$ cat config.mk
export PLATFORM = sky130hd
export DESIGN_NAME = mem_dump_reader_flat
export DESIGN_NICKNAME = d
export VERILOG_FILES = /design/src/rtl/mem_dump_reader_if.sv /design/src/rtl/mem_dump_reader.sv /design/src/flat_wrapper.sv
export SDC_FILE = /design/constraint.sdc
export NUM_CORES = 1
export LEC_CHECK = 0
export BUFFER_PORTS_ARGS = -buffer_cell sky130_fd_sc_hd__buf_2
export CAP_MARGIN = 20
export CORE_MARGIN = 4
export CORE_UTILIZATION = 35
export DETAILED_ROUTE_END_ITERATION = 10
export PLACE_DENSITY_LB_ADDON = 0.15
export SLEW_MARGIN = 25
export SYNTH_ARGS = -nofsm -noshare
export SYNTH_HDL_FRONTEND = slang
export SYNTH_SLANG_ARGS = --single-unit
$ cat constraint.sdc
create_clock -name clk -period 5.25 [get_ports clk]
set_input_delay 1.3125 -clock clk [delete_from_list [all_inputs] [get_ports clk]]
set_output_delay 1.3125 -clock clk [all_outputs]
set_load 0.05 [all_outputs]
$ cat src/rtl/mem_dump_reader_if.sv
// Bus bundle for mem_dump_reader: the byte-wide read port into data memory
// and the 32-bit valid/ready word stream out. The master modport is the dump
// engine. The slave modport is the memory plus the word sink.
interface mem_dump_reader_if #(
   parameter int ADDR_W = 10
);
   logic              mem_rd_en;
   logic [ADDR_W-1:0] mem_addr;
   logic [7:0]        mem_rdata;
   logic              out_valid;
   logic              out_ready;
   logic [31:0]       out_data;
   logic [ADDR_W-1:0] out_addr;

   modport master (
      output mem_rd_en,
      output mem_addr,
      input  mem_rdata,
      output out_valid,
      input  out_ready,
      output out_data,
      output out_addr
   );

   modport slave (
      input  mem_rd_en,
      input  mem_addr,
      output mem_rdata,
      input  out_valid,
      output out_ready,
      input  out_data,
      input  out_addr
   );
endinterface

$ cat src/rtl/mem_dump_reader.sv
// mem_dump_reader: walks word_count consecutive 32-bit words of the byte-wide
// data memory, starting at base_addr. Each word is built little-endian from
// four single-byte reads and streamed out on a valid/ready port.
// Fetching one word never overlaps presenting the previous word.
// With out_ready held high, the word period is 6 cycles.
// Optional feature, macro MEM_DUMP_CHECKSUM_EN: adds a 'checksum' output that
// holds the wrapping 32-bit sum of all words accepted since the last start.
module mem_dump_reader #(
   parameter int ADDR_W = 10,
   parameter int CNT_W  = 8
) (
   input  logic                clk,
   input  logic                rst,
   input  logic                start,
   input  logic                abort,
   input  logic [ADDR_W-1:0]   base_addr,
   input  logic [CNT_W-1:0]    word_count,
   output logic                busy,
   output logic                done,
`ifdef MEM_DUMP_CHECKSUM_EN
   output logic [31:0]         checksum,
`endif
   mem_dump_reader_if.master   bus
);

   typedef enum logic [2:0] {
      ST_IDLE    = 3'd0,
      ST_FETCH   = 3'd1,
      ST_COLLECT = 3'd2,
      ST_PRESENT = 3'd3,
      ST_FINISH  = 3'd4
   } state_t;

   state_t            state_r, state_s;
   logic [1:0]        fetch_cnt_r, fetch_cnt_s;
   logic [ADDR_W-1:0] word_addr_r, word_addr_s;
   logic [CNT_W-1:0]  words_left_r, words_left_s;
   logic [ADDR_W-1:0] mem_addr_r, mem_addr_s;
   logic              mem_rd_en_r;
   logic              rd_pend_r;
   logic [31:0]       data_r;
   logic              busy_r;
   logic              done_r;
   logic              out_valid_r;
   logic              start_ok_s;
   logic              accept_s;

   // Next-state logic and address walking, with abort overriding every non-idle transition.
   always_comb begin
      state_s      = state_r;
      fetch_cnt_s  = fetch_cnt_r;
      word_addr_s  = word_addr_r;
      words_left_s = words_left_r;
      mem_addr_s   = mem_addr_r;
      start_ok_s   = start && (state_r == ST_IDLE);
      accept_s     = out_valid_r && bus.out_ready && !abort;

      case (state_r)
         ST_IDLE: begin
            if (start_ok_s) begin
               if (word_count != {CNT_W{1'b0}}) begin
                  state_s      = ST_FETCH;
                  fetch_cnt_s  = 2'd0;
                  word_addr_s  = base_addr;
                  words_left_s = word_count;
                  mem_addr_s   = base_addr;
               end else begin
                  state_s = ST_FINISH;
               end
            end else begin
               state_s = ST_IDLE;
            end
         end
         ST_FETCH: begin
            if (fetch_cnt_r == 2'd3) begin
               state_s     = ST_COLLECT;
               fetch_cnt_s = 2'd0;
            end else begin
               fetch_cnt_s = fetch_cnt_r + 2'd1;
               mem_addr_s  = mem_addr_r + ADDR_W'(1);
            end
         end
         ST_COLLECT: begin
            state_s = ST_PRESENT;
         end
         ST_PRESENT: begin
            if (accept_s) begin
               words_left_s = words_left_r - CNT_W'(1);
               if (words_left_r == CNT_W'(1)) begin
                  state_s = ST_FINISH;
               end else begin
                  state_s     = ST_FETCH;
                  word_addr_s = word_addr_r + ADDR_W'(4);
                  mem_addr_s  = word_addr_r + ADDR_W'(4);
               end
            end else begin
               state_s = ST_PRESENT;
            end
         end
         ST_FINISH: begin
            state_s = ST_IDLE;
         end
         default: begin
            state_s = ST_IDLE;
         end
      endcase

      if (abort && (state_r != ST_IDLE)) begin
         state_s = ST_IDLE;
      end else begin
         state_s = state_s;
      end
   end

   // State and datapath registers.
   // Outputs are registered decodes of the next state, so they are glitch-free.
   always_ff @(posedge clk) begin
      if (!rst) begin
         state_r      <= ST_IDLE;
         fetch_cnt_r  <= 2'd0;
         word_addr_r  <= {ADDR_W{1'b0}};
         words_left_r <= {CNT_W{1'b0}};
         mem_addr_r   <= {ADDR_W{1'b0}};
         mem_rd_en_r  <= 1'b0;
         rd_pend_r    <= 1'b0;
         data_r       <= 32'h0000_0000;
         busy_r       <= 1'b0;
         done_r       <= 1'b0;
         out_valid_r  <= 1'b0;
      end else begin
         state_r      <= state_s;
         fetch_cnt_r  <= fetch_cnt_s;
         word_addr_r  <= word_addr_s;
         words_left_r <= words_left_s;
         mem_addr_r   <= mem_addr_s;
         mem_rd_en_r  <= (state_s == ST_FETCH);
         busy_r       <= (state_s == ST_FETCH) || (state_s == ST_COLLECT) ||
                         (state_s == ST_PRESENT);
         done_r       <= (state_s == ST_FINISH);
         out_valid_r  <= (state_s == ST_PRESENT);
         // Read data arrives one cycle after its strobe.
         // Shifting in from the top leaves the lowest-address byte in [7:0] after four bytes.
         rd_pend_r    <= mem_rd_en_r;
         if (rd_pend_r) begin
            data_r <= {bus.mem_rdata, data_r[31:8]};
         end else begin
            data_r <= data_r;
         end
      end
   end

`ifdef MEM_DUMP_CHECKSUM_EN
   logic [31:0] checksum_r;

   // Running wrapping sum of accepted words: cleared on start, frozen by abort.
   always_ff @(posedge clk) begin
      if (!rst) begin
         checksum_r <= 32'h0000_0000;
      end else if (start_ok_s) begin
         checksum_r <= 32'h0000_0000;
      end else if (accept_s) begin
         checksum_r <= checksum_r + data_r;
      end else begin
         checksum_r <= checksum_r;
      end
   end

   assign checksum = checksum_r;
`endif

   assign busy          = busy_r;
   assign done          = done_r;
   assign bus.mem_rd_en = mem_rd_en_r;
   assign bus.mem_addr  = mem_addr_r;
   assign bus.out_valid = out_valid_r;
   assign bus.out_data  = data_r;
   assign bus.out_addr  = word_addr_r;

endmodule

$ cat src/flat_wrapper.sv
// flat-port wrapper written by rule: the top's interface ports become plain ports
module mem_dump_reader_flat 
#(
   parameter int ADDR_W = 10,
   parameter int CNT_W  = 8
)
  (clk, rst, start, abort, base_addr, word_count, busy, done, bus_mem_rd_en, bus_mem_addr, bus_mem_rdata, bus_out_valid, bus_out_ready, bus_out_data, bus_out_addr);
  mem_dump_reader_if #(.ADDR_W(ADDR_W)) bus_i ();
  input  logic clk;
  input  logic rst;
  input  logic start;
  input  logic abort;
  input  logic [ADDR_W-1:0] base_addr;
  input  logic [CNT_W-1:0] word_count;
  output logic busy;
  output logic done;
  output wire logic [$bits(bus_i.mem_rd_en)-1:0] bus_mem_rd_en;
  output wire logic [$bits(bus_i.mem_addr)-1:0] bus_mem_addr;
  input wire logic [$bits(bus_i.mem_rdata)-1:0] bus_mem_rdata;
  output wire logic [$bits(bus_i.out_valid)-1:0] bus_out_valid;
  input wire logic [$bits(bus_i.out_ready)-1:0] bus_out_ready;
  output wire logic [$bits(bus_i.out_data)-1:0] bus_out_data;
  output wire logic [$bits(bus_i.out_addr)-1:0] bus_out_addr;
  assign bus_mem_rd_en = bus_i.mem_rd_en;
  assign bus_mem_addr = bus_i.mem_addr;
  assign bus_i.mem_rdata = bus_mem_rdata;
  assign bus_out_valid = bus_i.out_valid;
  assign bus_i.out_ready = bus_out_ready;
  assign bus_out_data = bus_i.out_data;
  assign bus_out_addr = bus_i.out_addr;
  mem_dump_reader #(.ADDR_W(ADDR_W), .CNT_W(CNT_W)) u_core (.clk(clk), .rst(rst), .start(start), .abort(abort), .base_addr(base_addr), .word_count(word_count), .busy(busy), .done(done), .bus(bus_i));
endmodule
==> results of run 1 <==
placed cells by master, fill, tap and decap left out, types with 4 or more instances in the layout:
cell | synthesis | final
nor3_1 | 5 | 5
o21ai_0 | 16 | 16
buf_2 | 2 | 86
nor2b_1 | 4 | 4
clkbuf_8 | 0 | 9
nand2_1 | 39 | 39
nor2_1 | 68 | 68
nand3_1 | 10 | 10
inv_1 | 8 | 7
o22ai_1 | 5 | 5
o31ai_1 | 7 | 7
o32ai_1 | 4 | 4
nor4_1 | 5 | 5
a21oi_1 | 29 | 29
ha_1 | 5 | 5
dfxtp_1 | 70 | 69
and2_1 | 4 | 4
mux2i_1 | 34 | 34
power groups by stage:
stage / clock [W] / sequential (W) / combinational [W]
5_1_grt: 0.000534 / 0.000590 / 0.000221
2_1_floorplan: 0 / 0.000641 / 0.000106
3_3_place_gp: 0 / 0.000597 / 0.000201
6_report: 0.000493 / 0.000585 / 0.000202
4_1_cts: 0.000507 / 0.000585 / 0.000203
3_5_place_dp: 0 / 0.000598 / 0.000203
worst reg2reg max path, cell delays in order (launching register included):
cell	delay (ns)
dfxtp_1	0.87
nand4_1	0.37
a311oi_2	0.39
o32ai_4	0.27
or3_1	0.44
a21oi_1	0.14
cell usage after synthesis, types with 2 or more instances:
cell type	n
nor4_1	5
a31oi_1	2
buf_1	5
nand4_1	2
nand2b_1	3
nor2b_1	4
a211oi_2	2
o221a_2	2
a211o_1	2
clkbuf_1	14
a21o_1	2
nor2_1	68
o22ai_1	5
a221oi_1	3
o31ai_1	7
o31ai_2	2
inv_1	8
xnor2_1	2
a21oi_1	29
o211ai_1	3
a211oi_1	2
o21bai_1	2
o32ai_1	4
mux2i_1	34
xor2_1	3
nand3_1	10
nand3b_1	2
o21ai_0	16
buf_6	4
nor3_1	5
nor4_2	2
buf_2	2
nand2_1	39
and2_1	4
dfxtp_1	70
ha_1	5
stage by stage:
| step | setup slack (ns) | hold WS, ns | power, W | instances |
|---|---|---|---|---|
| after CTS | 2.17 | 0.468 | 0.00130 | 607 |
| final | 2.19 | 0.464 | 0.00128 | 607 |
| after global routing | 2.00 | 0.505 | 0.00134 | 607 |
| after detailed placement | 1.81 | 0.447 | 0.000800 | 591 |
| after global placement | 1.89 | 0.452 | 0.000798 | 591 |
| after floorplan | 2.51 | 0.459 | 0.000747 | 399 |
how the worst min path moves through the flow:
stage | cells past startpoint | start | slack [ns] | to
floorplan | 2 | u_core.words_left_r[6] | 0.46 | u_core.words_left_r[6]
CTS | 1 | u_core.bus.mem_rd_en | 0.47 | u_core.rd_pend_r
global placement | 1 | u_core.bus.mem_rd_en | 0.45 | u_core.rd_pend_r
global route | 1 | u_core.bus.mem_rd_en | 0.51 | u_core.rd_pend_r
finish | 1 | u_core.bus.mem_rd_en | 0.46 | u_core.rd_pend_r
detailed placement | 1 | u_core.bus.mem_rd_en | 0.45 | u_core.rd_pend_r
cells by family (layout without fill, tap and decap cells):
family	count (synthesis)	after routing	synth area share, %
flops	70	70	40.9
buf+inv	33	112	4.56
xor+xnor	5	5	1.28
mux	34	34	9.93
compound gates	97	97	20.6
simple gates	155	155	20.9
fa+ha+maj	5	5	1.83
cell type report:
class | instances | area share, %
Sequential cell | 70 | 34.0
Clock buffer | 10 | 3.09
Inverter | 8 | 0.727
Multi-Input combinational cell | 296 | 45.3
Clock inverter | 6 | 2.27
Timing Repair Buffer | 88 | 10.8
Tap cell | 129 | 3.91
registers in the layout (all words and copies together) (netlist names):
name and flops:
u_core.done 1, u_core.bus.mem_rd_en 1, u_core.bus.out_addr 10, u_core.rd_pend_r 1
u_core.busy 1, u_core.bus.out_valid 1, u_core.words_left_r 8, u_core.state_r 3
u_core.fetch_cnt_r 2, u_core.bus.out_data 32, u_core.bus.mem_addr 10
metal layers:
metal / up-vias / wire length (µm)
li1: 1578 / -
met1: 1439 / 4340
met2: 81 / 4010
met3: 13 / 469
met4: 0 / 148
met5: - / 0
==> impl_metrics.json, run 1 <==
{
  "finalHoldViolCount": 0,
  "cts_hold_buffers": 0,
  "clockPowerShare_pct": 38.5,
  "numCtsBuffers": 9,
  "wire_per_inst_um": 14.8,
  "p_int_w": 0.000891,
  "fin_skew_ns": 0.00799,
  "cts_max_level": 3,
  "die_w_um": 107,
  "clk_pin_slew_ns": 0.07,
  "grtUsageMet2_pct": 24.0,
  "r2r-end": "u_core.bus.mem_addr[2]",
  "synthesis.nets": 435,
  "track_usage_pct": 15.6,
  "async_flop_share_pct": 0,
  "crit_path_start": "rst",
  "crit_buf_inv": 3,
  "syn_inst": 399,
  "dpl_cell_area_um2": 3910,
  "ys.flop_type": "dfxtp_1",
  "cts_resized": 0,
  "antenna_cells": 0,
  "synth.avg_cell_area_um2": 8.59,
  "synth_area_leaders": "dfxtp_1 41%, mux2i_1 9.9%, nor2_1 7.4%",
  "p_leak_nw": 1.73,
  "layout_min_cycle_time_ns": 3.06,
  "crit_arrival_ns": 3.31,
  "synth_top_cell_by_area": "dfxtp_1",
  "multi_input_area_um2": 1870,
  "cp.required_ns": 5.50,
  "max_stage_delay_ns": 0.77,
  "io-pin-count": 87,
  "regArea_um2": 1400,
  "ys_types": 61,
  "status": "completed",
  "tritoncts": "done",
  "setup_violations": 0,
  "synth_area_um2": 3430,
  "drtIter0Drc": 91,
  "gr-total-overflow": 0,
  "die_y_um": 107,
  "p_per_area_nw_per_um2": 310,
  "critPathTopFamily": "buffers and inverters",
  "rsz0062_at_grt": "no",
  "reg2reg_slack_ns": 2.71,
  "final.setup.tns_ns": 0,
  "synth_edf_count": 0,
  "clockBufferDepth": 2,
  "hold_path_class": "register to register",
  "num-fill-cells": 989,
  "dpl.hpwl_mm": 6.35,
  "cp.depth": 4,
  "cp_slowest_cell": "clkinv_1",
  "seq_area_frac_synth_pct": 40.9,
  "critPathKind": "input port to register",
  "ys_warn_count": 0,
  "path_cells": "buf_2 > clkinv_1 > buf_4 > o32ai_1",
  "grt_util_met3_pct": 3.55,
  "first_pass_iters": 4,
  "gp_congestion": 0.800,
  "cts_num_sinks": 70,
  "final_antenna_net_count": 0,
  "grt_pass1_wl_mm": 14.5,
  "max_slew_margin_pct": 36.4,
  "worstRegToRegCells": 5,
  "wirelength_mm": 8.97,
  "cp-start-kind": "input port",
  "fin_crit_sh_pct": 58.3,
  "row_count": 35,
  "tightest_slew_ns": 0.954,
  "worstSkewPairLatency_ns": 0.34,
  "grt_pass1_vias": 2835,
  "cts_setup_buffers": 0,
  "r2r_start": "u_core.state_r[1]",
  "power_frac_comb_pct": 15.8,
  "slew_violations": 0,
  "fmax_mhz": 326,
  "viasPerCell": 5.13,
  "p_switching_w": 0.000388,
  "io_buffers": 86,
  "gr-usage-met1_pct": 21.6,
  "crit_fanout": 33,
  "seqPwrFrac_pct": 45.7,
  "fin_util_pct": 44.1,
  "worst_setup_path_end_kind": "register",
  "syn_to_final_growth_pct": 20.5,
  "layout.nets": 509,
  "vias": 3111,
  "synth_top_area_share_pct": 40.9,
  "die_area_um2": 11400,
  "antenna_found_initial": 0,
  "start_util_pct": 36.6,
  "crit_end": "u_core.bus.mem_addr[7]",
  "drive_above_1_share_pct": 25.5,
  "finalInstanceArea_um2": 4130,
  "grt.busiest_layer": "met2",
  "drc_errors": 0,
  "maxCapViolations": 0,
  "p_sw_share_pct": 30.3,
  "clockRootBuffer": "clkbuf_8",
  "core-area_um2": 9370,
  "grt_max_degree": 34,
  "ys_seq_elements": 70,
  "vdd_ir_drop_max_uv": 114
}
Power figures use the tool's default switching activity.
==> run 2: changes to the inputs <==
Clock period 5.25 ns to 2.5 ns, I/O delays scaled along.
==> run 2 against run 1 <==
  * Largest power group unchanged
  * Final cell count increased by 2.1%
  * Critical endpoint is now u_core.words_left_r[0]
  * Global-route usage increased by 0.44 points
  * Wire length increased by 1.2%
  * Non-clock buffer count increased by 13
  * Sequential power increased by 110%
  * Hold slack improved by 0.0023 ns
  * First-iteration DRC count increased by 11%
  * Register-to-register slack got worse by 2.2 ns
==> impl_metrics.json, run 2 (same netlist as run 1, synthesis figures left out) <==
{
  "status": "completed",
  "grt_max_degree": 41,
  "viasPerCell": 5.10,
  "worst_setup_path_end_kind": "register",
  "final.setup.tns_ns": 0,
  "rsz0062_at_grt": "no",
  "io-pin-count": 87,
  "vias": 3160,
  "track_usage_pct": 16.1,
  "max_stage_delay_ns": 0.58,
  "cp_slowest_cell": "or4b_4",
  "cts_resized": 0,
  "die_area_um2": 11400,
  "gp_congestion": 0.806,
  "maxUsedRoutingLayer": "met4",
  "dr_wl_met3_um": 395,
  "worst_hold_slack_ns": 0.467,
  "fin_crit_sh_pct": 80.1,
  "layout.nets": 522,
  "die_w_um": 107,
  "p_per_area_nw_per_um2": 643,
  "cts_setup_buffers": 0,
  "final_antenna_net_count": 0,
  "maxCapViolations": 0,
  "clockBufferDepth": 2,
  "hold_path_class": "register to register",
  "clockRootBuffer": "clkbuf_8",
  "cts_hold_buffers": 0,
  "worstSkewPairLatency_ns": 0.34,
  "row_count": 35,
  "cp-start-kind": "register",
  "clk_pin_slew_ns": 0.08,
  "crit_fanout": 11,
  "drive_above_1_share_pct": 27.7,
  "cts_num_sinks": 70,
  "fin_skew_ns": 0.00720,
  "crit_path_start": "u_core.state_r[0]",
  "gr-total-overflow": 0,
  "die_y_um": 107,
  "num-fill-cells": 967,
  "layout_min_cycle_time_ns": 2.00,
  "start_util_pct": 36.6,
  "wirelength_met1_mm": 4.38,
  "cts_max_level": 3,
  "dpl_cell_area_um2": 4010,
  "dpl.hpwl_mm": 6.67,
  "r2r-end": "u_core.words_left_r[0]",
  "crit_arrival_ns": 2.26,
  "r2r_start": "u_core.state_r[0]",
  "tightest_slew_ns": 0.597,
  "cp.required_ns": 2.76,
  "io_buffers": 86,
  "antenna_cells": 0,
  "finalHoldViolCount": 0,
  "grt_pass1_vias": 3058,
  "p_leak_nw": 1.80,
  "first_pass_iters": 4,
  "setup_violations": 0,
  "dr_wl_met2_mm": 4.16,
  "path_cells": "or4b_4 > a21oi_4 > or2_2 > o21ai_2 > a221oi_2",
  "crit_end": "u_core.words_left_r[0]",
  "tritoncts": "done",
  "largest_reg_flops": 32,
  "drc_errors": 0,
  "vdd_ir_drop_max_uv": 342,
  "finalInstanceArea_um2": 4230,
  "syn_to_final_growth_pct": 23.5,
  "worstRegToRegCells": 5,
  "power.total_w": 0.00272,
  "mostFrequentLayoutCells": "86 x buf_2, 69 x dfxtp_1, 68 x nor2_1, 39 x nand2_1, 34 x mux2i_1",
  "numCtsBuffers": 9,
  "drtIter0Drc": 101,
  "fmax_mhz": 499,
  "worstHoldStart": "u_core.bus.mem_rd_en",
  "critPathKind": "register to register",
  "antenna_found_initial": 0,
  "grt_pass1_wl_mm": 14.9,
  "core-area_um2": 9370,
  "max_slew_margin_pct": 60.2,
  "wire_per_inst_um": 14.6,
  "slew_violations": 0,
  "wirelength_mm": 9.08,
  "regArea_um2": 1400,
  "multi_input_area_um2": 1870,
  "reg2reg_slack_ns": 0.50,
  "final_common_cell": "buf_2"
}
## run 2: worst max-delay path, delay by kind of cell, from the launching register on
kind,cells,cell delay [ns]
DFF,1,0.42
and+or+nand+nor,2,0.89
AOI/OAI and AO/OA,3,0.59
## run 2: how the worst min path moves through the flow
| stage | slack (ns) | to | cells after the start |
|---|---|---|---|
| after floorplan | 0.46 | u_core.words_left_r[6] | 2 |
| after global placement | 0.45 | u_core.rd_pend_r | 1 |
| after detailed placement | 0.45 | u_core.rd_pend_r | 1 |
| after CTS | 0.48 | u_core.rd_pend_r | 1 |
| after global routing | 0.49 | u_core.bus.out_data[26] | 3 |
| final | 0.47 | u_core.rd_pend_r | 1 |
## run 2: per-stage QoR
step,instances,util (%),setup slack [ns]
final,620,45.2,0.497
after global routing,620,45.2,0.283
after CTS,620,45.2,0.492
after detailed placement,604,42.8,0.237
after global placement,604,42.8,0.244
after floorplan,399,-,0.446
## run 2: layout make-up
cell class | count | share of cell area [%]
multi-input combinational | 296 | 44.1
inverter | 8 | 0.709
tap | 129 | 3.81
clock buffer | 9 | 2.93
timing repair buffer | 101 | 12.8
sequential | 70 | 33.1
clock inverter | 7 | 2.45
## run 2: where the power goes
| group | internal [W] | total (W) | switching, W |
|---|---|---|---|
| registers | 0.00116 | 0.00123 | 0.0000633 |
| clock network | 0.000576 | 0.00106 | 0.000480 |
| logic | 0.000151 | 0.000443 | 0.000292 |
| total | 0.00189 | 0.00272 | 0.000836 |
## run 2: routing by layer
metal	global-route usage (%)	vias up
li1	-	1596
met1	21.5	1489
met2	25.4	64
met3	3.67	11
met4	5.94	0
met5	0	-
